==> src/rtl/melody_pkg.sv <==
// Shared types and helpers for the melody sequencer: ROM entry layout,
// sequencer state encoding and the note-to-key decoder.
package melody_pkg;

  localparam int NOTE_W  = 4;
  localparam int DUR_W   = 3;
  localparam int ENTRY_W = NOTE_W + DUR_W;

  localparam logic [DUR_W-1:0] END_MARK = 3'd0;

  typedef enum logic [2:0] {
    ST_IDLE = 3'd0,
    ST_LOAD = 3'd1,
    ST_NOTE = 3'd2,
    ST_GAP  = 3'd3,
    ST_DONE = 3'd4
  } state_t;

  // Notes 1..8 select key bits 0..7; everything else is a rest.
  function automatic logic [7:0] decode_note(input logic [NOTE_W-1:0] note);
    logic [7:0] key_s;
    key_s = 8'h00;
    case (note)
      4'd1:    key_s = 8'h01;
      4'd2:    key_s = 8'h02;
      4'd3:    key_s = 8'h04;
      4'd4:    key_s = 8'h08;
      4'd5:    key_s = 8'h10;
      4'd6:    key_s = 8'h20;
      4'd7:    key_s = 8'h40;
      4'd8:    key_s = 8'h80;
      default: key_s = 8'h00;
    endcase
    return key_s;
  endfunction

endpackage

==> src/rtl/melody_sequencer_if.sv <==
// Control and key-bus bundle between the player front end and the sequencer.
interface melody_sequencer_if;
  logic       play;
  logic       stop;
  logic       loop_en;
  logic [7:0] manual_keys;
  logic [7:0] keys;
  logic       busy;
  logic       done;

  modport master (
    output play, stop, loop_en, manual_keys,
    input  keys, busy, done
  );

  modport slave (
    input  play, stop, loop_en, manual_keys,
    output keys, busy, done
  );
endinterface

==> src/rtl/melody_rom.sv <==
// Combinational melody store; each entry is {note[3:0], dur[2:0]}.
// Unlisted addresses read as zero, which is the end-of-song marker.
module melody_rom
  import melody_pkg::*;
#(
  parameter int SONG_SEL = 0,
  parameter int ADDR_W   = 6
) (
  input  logic [ADDR_W-1:0]  addr,
  output logic [ENTRY_W-1:0] entry
);

  // Song table lookup selected at elaboration time by SONG_SEL.
  always_comb begin
    entry = 7'd0;
    if (SONG_SEL == 0) begin
      case (32'(addr))
        32'd0:   entry = {4'd1, 3'd2};
        32'd1:   entry = {4'd3, 3'd1};
        32'd2:   entry = {4'd0, 3'd1};
        32'd3:   entry = {4'd8, 3'd1};
        default: entry = {4'd0, END_MARK};
      endcase
    end else begin
      // Opening phrase of Ode to Joy, C major (C=1 .. C'=8).
      case (32'(addr))
        32'd0:   entry = {4'd3, 3'd1};
        32'd1:   entry = {4'd3, 3'd1};
        32'd2:   entry = {4'd4, 3'd1};
        32'd3:   entry = {4'd5, 3'd1};
        32'd4:   entry = {4'd5, 3'd1};
        32'd5:   entry = {4'd4, 3'd1};
        32'd6:   entry = {4'd3, 3'd1};
        32'd7:   entry = {4'd2, 3'd1};
        32'd8:   entry = {4'd1, 3'd1};
        32'd9:   entry = {4'd1, 3'd1};
        32'd10:  entry = {4'd2, 3'd1};
        32'd11:  entry = {4'd3, 3'd1};
        32'd12:  entry = {4'd3, 3'd2};
        32'd13:  entry = {4'd2, 3'd1};
        32'd14:  entry = {4'd2, 3'd3};
        default: entry = {4'd0, END_MARK};
      endcase
    end
  end

endmodule

==> src/rtl/melody_sequencer.sv <==
// Auto-play source for the piano tone stage: walks melody_rom and drives a
// one-hot key bus with timed notes and articulation gaps, else passes the keypad.
module melody_sequencer
  import melody_pkg::*;
#(
  parameter int BEAT_TICKS = 250000,
  parameter int GAP_TICKS  = 20000,
  parameter int SONG_LEN   = 32,
  parameter int SONG_SEL   = 0
) (
  input  logic                clk,
  input  logic                rst_n,
  melody_sequencer_if.slave   bus
);

  localparam int CNT_W  = $clog2(7 * BEAT_TICKS);
  localparam int ADDR_W = $clog2(SONG_LEN + 1);

  state_t             state_r;
  logic [ADDR_W-1:0]  addr_r;
  logic [CNT_W-1:0]   cnt_r;
  logic [7:0]         seq_keys_r;
  logic               busy_r;
  logic               done_r;

  logic [ENTRY_W-1:0] entry_s;
  logic [NOTE_W-1:0]  note_s;
  logic [DUR_W-1:0]   dur_s;
  logic               song_end_s;
  logic               cnt_zero_s;

  melody_rom #(
    .SONG_SEL (SONG_SEL),
    .ADDR_W   (ADDR_W)
  ) u_rom (
    .addr  (addr_r),
    .entry (entry_s)
  );

  assign note_s     = entry_s[ENTRY_W-1:DUR_W];
  assign dur_s      = entry_s[DUR_W-1:0];
  assign song_end_s = (dur_s == END_MARK) || (addr_r == ADDR_W'(SONG_LEN));
  assign cnt_zero_s = (cnt_r == {CNT_W{1'b0}});

  assign bus.keys = busy_r ? seq_keys_r : bus.manual_keys;
  assign bus.busy = busy_r;
  assign bus.done = done_r;

  // Sequencer FSM: note/gap timing, ROM addressing and registered outputs.
  always_ff @(posedge clk or negedge rst_n) begin
    if (!rst_n) begin
      state_r    <= ST_IDLE;
      addr_r     <= {ADDR_W{1'b0}};
      cnt_r      <= {CNT_W{1'b0}};
      seq_keys_r <= 8'h00;
      busy_r     <= 1'b0;
      done_r     <= 1'b0;
    end else begin
      done_r <= 1'b0;
      if (state_r != ST_IDLE && bus.stop) begin
        // Abort wins over everything, including a pending DONE.
        state_r    <= ST_IDLE;
        addr_r     <= {ADDR_W{1'b0}};
        cnt_r      <= {CNT_W{1'b0}};
        seq_keys_r <= 8'h00;
        busy_r     <= 1'b0;
      end else begin
        case (state_r)
          ST_IDLE: begin
            if (bus.play && !bus.stop) begin
              state_r <= ST_LOAD;
              addr_r  <= {ADDR_W{1'b0}};
              busy_r  <= 1'b1;
            end
          end
          ST_LOAD: begin
            if (song_end_s) begin
              seq_keys_r <= 8'h00;
              if (addr_r != {ADDR_W{1'b0}} && bus.loop_en) begin
                addr_r <= {ADDR_W{1'b0}};
              end else begin
                state_r <= ST_DONE;
                done_r  <= 1'b1;
              end
            end else begin
              seq_keys_r <= decode_note(note_s);
              cnt_r      <= CNT_W'(int'(dur_s) * BEAT_TICKS - GAP_TICKS - 1);
              state_r    <= ST_NOTE;
            end
          end
          ST_NOTE: begin
            if (cnt_zero_s) begin
              seq_keys_r <= 8'h00;
              cnt_r      <= CNT_W'(GAP_TICKS - 1);
              state_r    <= ST_GAP;
            end else begin
              cnt_r <= cnt_r - CNT_W'(1);
            end
          end
          ST_GAP: begin
            if (cnt_zero_s) begin
              addr_r  <= addr_r + ADDR_W'(1);
              state_r <= ST_LOAD;
            end else begin
              cnt_r <= cnt_r - CNT_W'(1);
            end
          end
          ST_DONE: begin
            state_r <= ST_IDLE;
            busy_r  <= 1'b0;
          end
          default: begin
            state_r    <= ST_IDLE;
            seq_keys_r <= 8'h00;
            busy_r     <= 1'b0;
          end
        endcase
      end
    end
  end

endmodule
==> src/flat_wrapper.sv <==
// flat-port wrapper written by rule: the top's interface ports become plain ports
module melody_sequencer_flat import melody_pkg::*;
#(
  parameter int BEAT_TICKS = 250000,
  parameter int GAP_TICKS  = 20000,
  parameter int SONG_LEN   = 32,
  parameter int SONG_SEL   = 0
)
  (clk, rst_n, bus_play, bus_stop, bus_loop_en, bus_manual_keys, bus_keys, bus_busy, bus_done);
  melody_sequencer_if bus_i ();
  input  logic clk;
  input  logic rst_n;
  input wire logic [$bits(bus_i.play)-1:0] bus_play;
  input wire logic [$bits(bus_i.stop)-1:0] bus_stop;
  input wire logic [$bits(bus_i.loop_en)-1:0] bus_loop_en;
  input wire logic [$bits(bus_i.manual_keys)-1:0] bus_manual_keys;
  output wire logic [$bits(bus_i.keys)-1:0] bus_keys;
  output wire logic [$bits(bus_i.busy)-1:0] bus_busy;
  output wire logic [$bits(bus_i.done)-1:0] bus_done;
  assign bus_i.play = bus_play;
  assign bus_i.stop = bus_stop;
  assign bus_i.loop_en = bus_loop_en;
  assign bus_i.manual_keys = bus_manual_keys;
  assign bus_keys = bus_i.keys;
  assign bus_busy = bus_i.busy;
  assign bus_done = bus_i.done;
  melody_sequencer #(.BEAT_TICKS(BEAT_TICKS), .GAP_TICKS(GAP_TICKS), .SONG_LEN(SONG_LEN), .SONG_SEL(SONG_SEL)) u_core (.clk(clk), .rst_n(rst_n), .bus(bus_i));
endmodule
==> config.mk <==
export PLATFORM = sky130hd
export DESIGN_NAME = melody_sequencer_flat
export DESIGN_NICKNAME = d
export VERILOG_FILES = /design/src/rtl/melody_pkg.sv /design/src/rtl/melody_sequencer_if.sv /design/src/rtl/melody_rom.sv /design/src/rtl/melody_sequencer.sv /design/src/flat_wrapper.sv
export SDC_FILE = /design/constraint.sdc
export NUM_CORES = 1
export LEC_CHECK = 0
export ABC_AREA = 1
export CAP_MARGIN = 20
export CORE_ASPECT_RATIO = 0.75
export CORE_MARGIN = 5
export CORE_UTILIZATION = 40
export CTS_CLUSTER_SIZE = 28
export DETAILED_ROUTE_END_ITERATION = 7
export PLACE_DENSITY = 0.55
export SETUP_SLACK_MARGIN = 0.02
export SYNTH_ARGS = -nofsm -noshare
export SYNTH_HDL_FRONTEND = slang
export SYNTH_SLANG_ARGS = --single-unit
export TNS_END_PERCENT = 50
==> constraint.sdc <==
create_clock -name clk -period 6.25 [get_ports clk]
set_input_delay 1.875 -clock clk [delete_from_list [all_inputs] [get_ports clk]]
set_output_delay 1.875 -clock clk [all_outputs]
set_load 0.1 [all_outputs]
==> results.md <==
- Status: finished clean
- CTS tree: built
- CP endpoint kind: output pin
- GP Congestion: 0.891
- Pre-Repair DR Iteration Count: 5
- DRC violations left: 0
- Die Span Y: 81.9 µm
- Core Rows: 26
- Synth warn: 0
- Drt wl/cell: 13.6 µm
- Worst VDD drop: 0.196 mV
- Core Util, Final: 0.461
- Hpwl dp: 5600 µm
- Max Fclk: 216 MHz
- Post-DRT Antenna Nets: 0
- Yosys top cell by area: dfrtp_1
- CP Data Arrival Time: 2.76 ns
- CTS Root Buffer Type: clkbuf_8
- Post-route cell area: 3120 µm²
- Vias: 2725
- FFs w/ async S/R, synth: 1.00
- Post-synth net total: 457
- Fin. max-slew vios: 0
- P per Cell Area: 501 nW/µm²
- Clk buf depth: 2
- Number of I/O port buffers: 22
- Synth Area in Compound Gates: 0.0526
- Main combinational cell family by area after synthesis: simple AND/OR/NAND/NOR gates
- Post-layout min period: 4.64 ns
- Ys flop type: dfrtp_1
- Area post-placement: 3030 µm²
- Clk_skew: 0.00308 ns
- Worst slew margin: 0.353
- Post-synth EDFFs: 0
- Starting DRT DRC Count: 236
- Post-synth top area share: 0.327
- Initial antenna violation count: 0
- H-Tree Depth: 2
- Share of layout cells above drive strength 1: 0.0806
- Setup crit start kind: input port
- CORE AREA: 6770 µm²
- Final WS setup: 1.61 ns
- Multi-input logic area: 1620 µm²
- Critical path class: input port to output pin
- Final setup viols: 0
- Setup Buffers After CTS: 0
- Io pins: 23
- Area added between synthesis and finish: 13.1%
- Clk Latency, worst-skew pair: 0.29 ns
- Yosys reg bits: 36
- Largest cells by area after synthesis: dfrtp_1, nand2_1, nor2_1
- Final wirelength: 7400 µm
- Grt ovf: 0
- Reg area: 901 µm²
- Syn Std Cell Area: 2760 µm²
- Fin Setup TNS: 0 ns
- Mapped Cells: 433
- Pleak: 1.65 nW
- Tcrit/Tclk final: 0.742
- Chip width: 106 µm
- Global-route wire length before repair: 12500 µm
- Avg Vias per Cell: 5.02
- Final hold vios: 0
- Mux contribution to synthesized area: 0
- Post-Synth Simple-Gate Area: 0.473
- Post-synthesis cell type count: 31
- Initial Util: 0.408
- Clock sinks: 36
- Worst slew pin tran: 0.967 ns
- Cells after DPL: 535
- Hold-fix buffers at CTS: 0
- CP Data Required Time: 4.38 ns
- Unrepaired setup endpoints after global routing: false
- Avg Cell Area, Syn: 6.37 µm²
- Crit Path Max Fanout: 1
- # resized after CTS: 0
- Reg clk slew, reported paths: 0.08 ns
- Die footprint: 8680 µm²
- Final cell count without fillers: 543
- Adder-cell share of the synthesized area: 0.0499
- Vias in the first global route: 2415
- # nets final: 482
- Xor and xnor area share after synthesis: 0.0127
- Most frequent cell after synthesis: nand2_1
- Worst slack, placed: 1.60 ns
- Max Cap Viol: 0
- Largest net degree at the start of global routing: 37
- FILL cells: 705
- Diodes inserted: 0
- Seq/Total Area, Yosys: 0.327
- GR Util All Layers: 0.182
- Hold Path Class: register to register
- Most instantiated cells after synthesis: nand2_1, nor2_1, inv_1, nand3_1, dfrtp_1
- Clock buffer count from CTS: 5
placed cells by master (no fill, tap or decap), drive strengths merged:
cell type,Yosys,routed
or2,2,2
xor2,3,3
nand4,12,12
xnor2,1,1
o211ai,2,2
clkdlybuf4s50,0,13
a211oi,1,1
dfrtp,36,36
o31ai,2,2
nor3,3,3
o21ai,14,14
nand2,162,162
a21oi,2,2
nor2,74,74
clkbuf,2,8
ha,11,11
buf,2,9
a21o,2,2
a31oi,2,2
inv,55,55
nand3,44,44
nor3b,1,1
final timing paths:
kind	start	to	slack (ns)	depth (start not counted)
worst max-delay path	bus_manual_keys[5]	bus_keys[5]	1.61	4
worst min-delay path	u_core.seq_keys_r[1]	u_core.seq_keys_r[1]	0.49	2
worst max register to register	u_core.addr_r[0]	u_core.cnt_r[9]	3.74	12
worst min register to register	u_core.seq_keys_r[1]	u_core.seq_keys_r[1]	0.49	2
max in group asynchronous	rst_n	u_core.cnt_r[5]	4.01	1
min in group asynchronous	rst_n	u_core.cnt_r[10]	1.70	1
flip-flops by register name, indices dropped and copies added (netlist names):
name               cells
u_core.bus.busy        1
u_core.cnt_r          21
u_core.bus.done        1
u_core.state_r         3
u_core.addr_r          6
u_core.seq_keys_r      4
metrics by stage:
stage	power [mW]	hold slack, ns
CTS	1.57	0.502
finish	1.56	0.492
global placement	1.38	0.479
floorplan	1.17	0.453
global route	1.71	0.518
detailed placement	1.38	0.483
area by class of cell:
cell class	instances	area share
clock buffer	8	0.0289
inverter	55	0.0662
multi-input combinational	338	0.520
sequential	36	0.289
tap	84	0.0337
timing repair buffer	22	0.0626
layer usage:
metal	vias to the layer above	global-route usage	wire, µm
li1	1411	-	-
met1	1207	0.294	4170
met2	96	0.246	2700
met3	11	0.0338	473
met4	0	0.0375	58
met5	-	0	0
critical path, cell delays in order:
cell	delay [ns]
clkdlybuf4s50_1	0.46
inv_1	0.04
nor2_1	0.09
buf_4	0.30
where the power goes:
part           leakage (nW)  internal (mW)  switching, mW  total (mW)
logic                  1.13          0.275          0.710       0.985
registers             0.474          0.305         0.0925       0.398
clock network        0.0455         0.0901         0.0895       0.180
cell families after synthesis:
group / Yosys count
AO/OA/AOI/OAI: 25
XOR/XNOR: 4
adder cells (fa/ha/maj): 11
buffers and inverters: 59
flip-flops: 36
AND/OR/NAND/NOR: 298
Note: power is estimated with default switching activity, not from simulation.
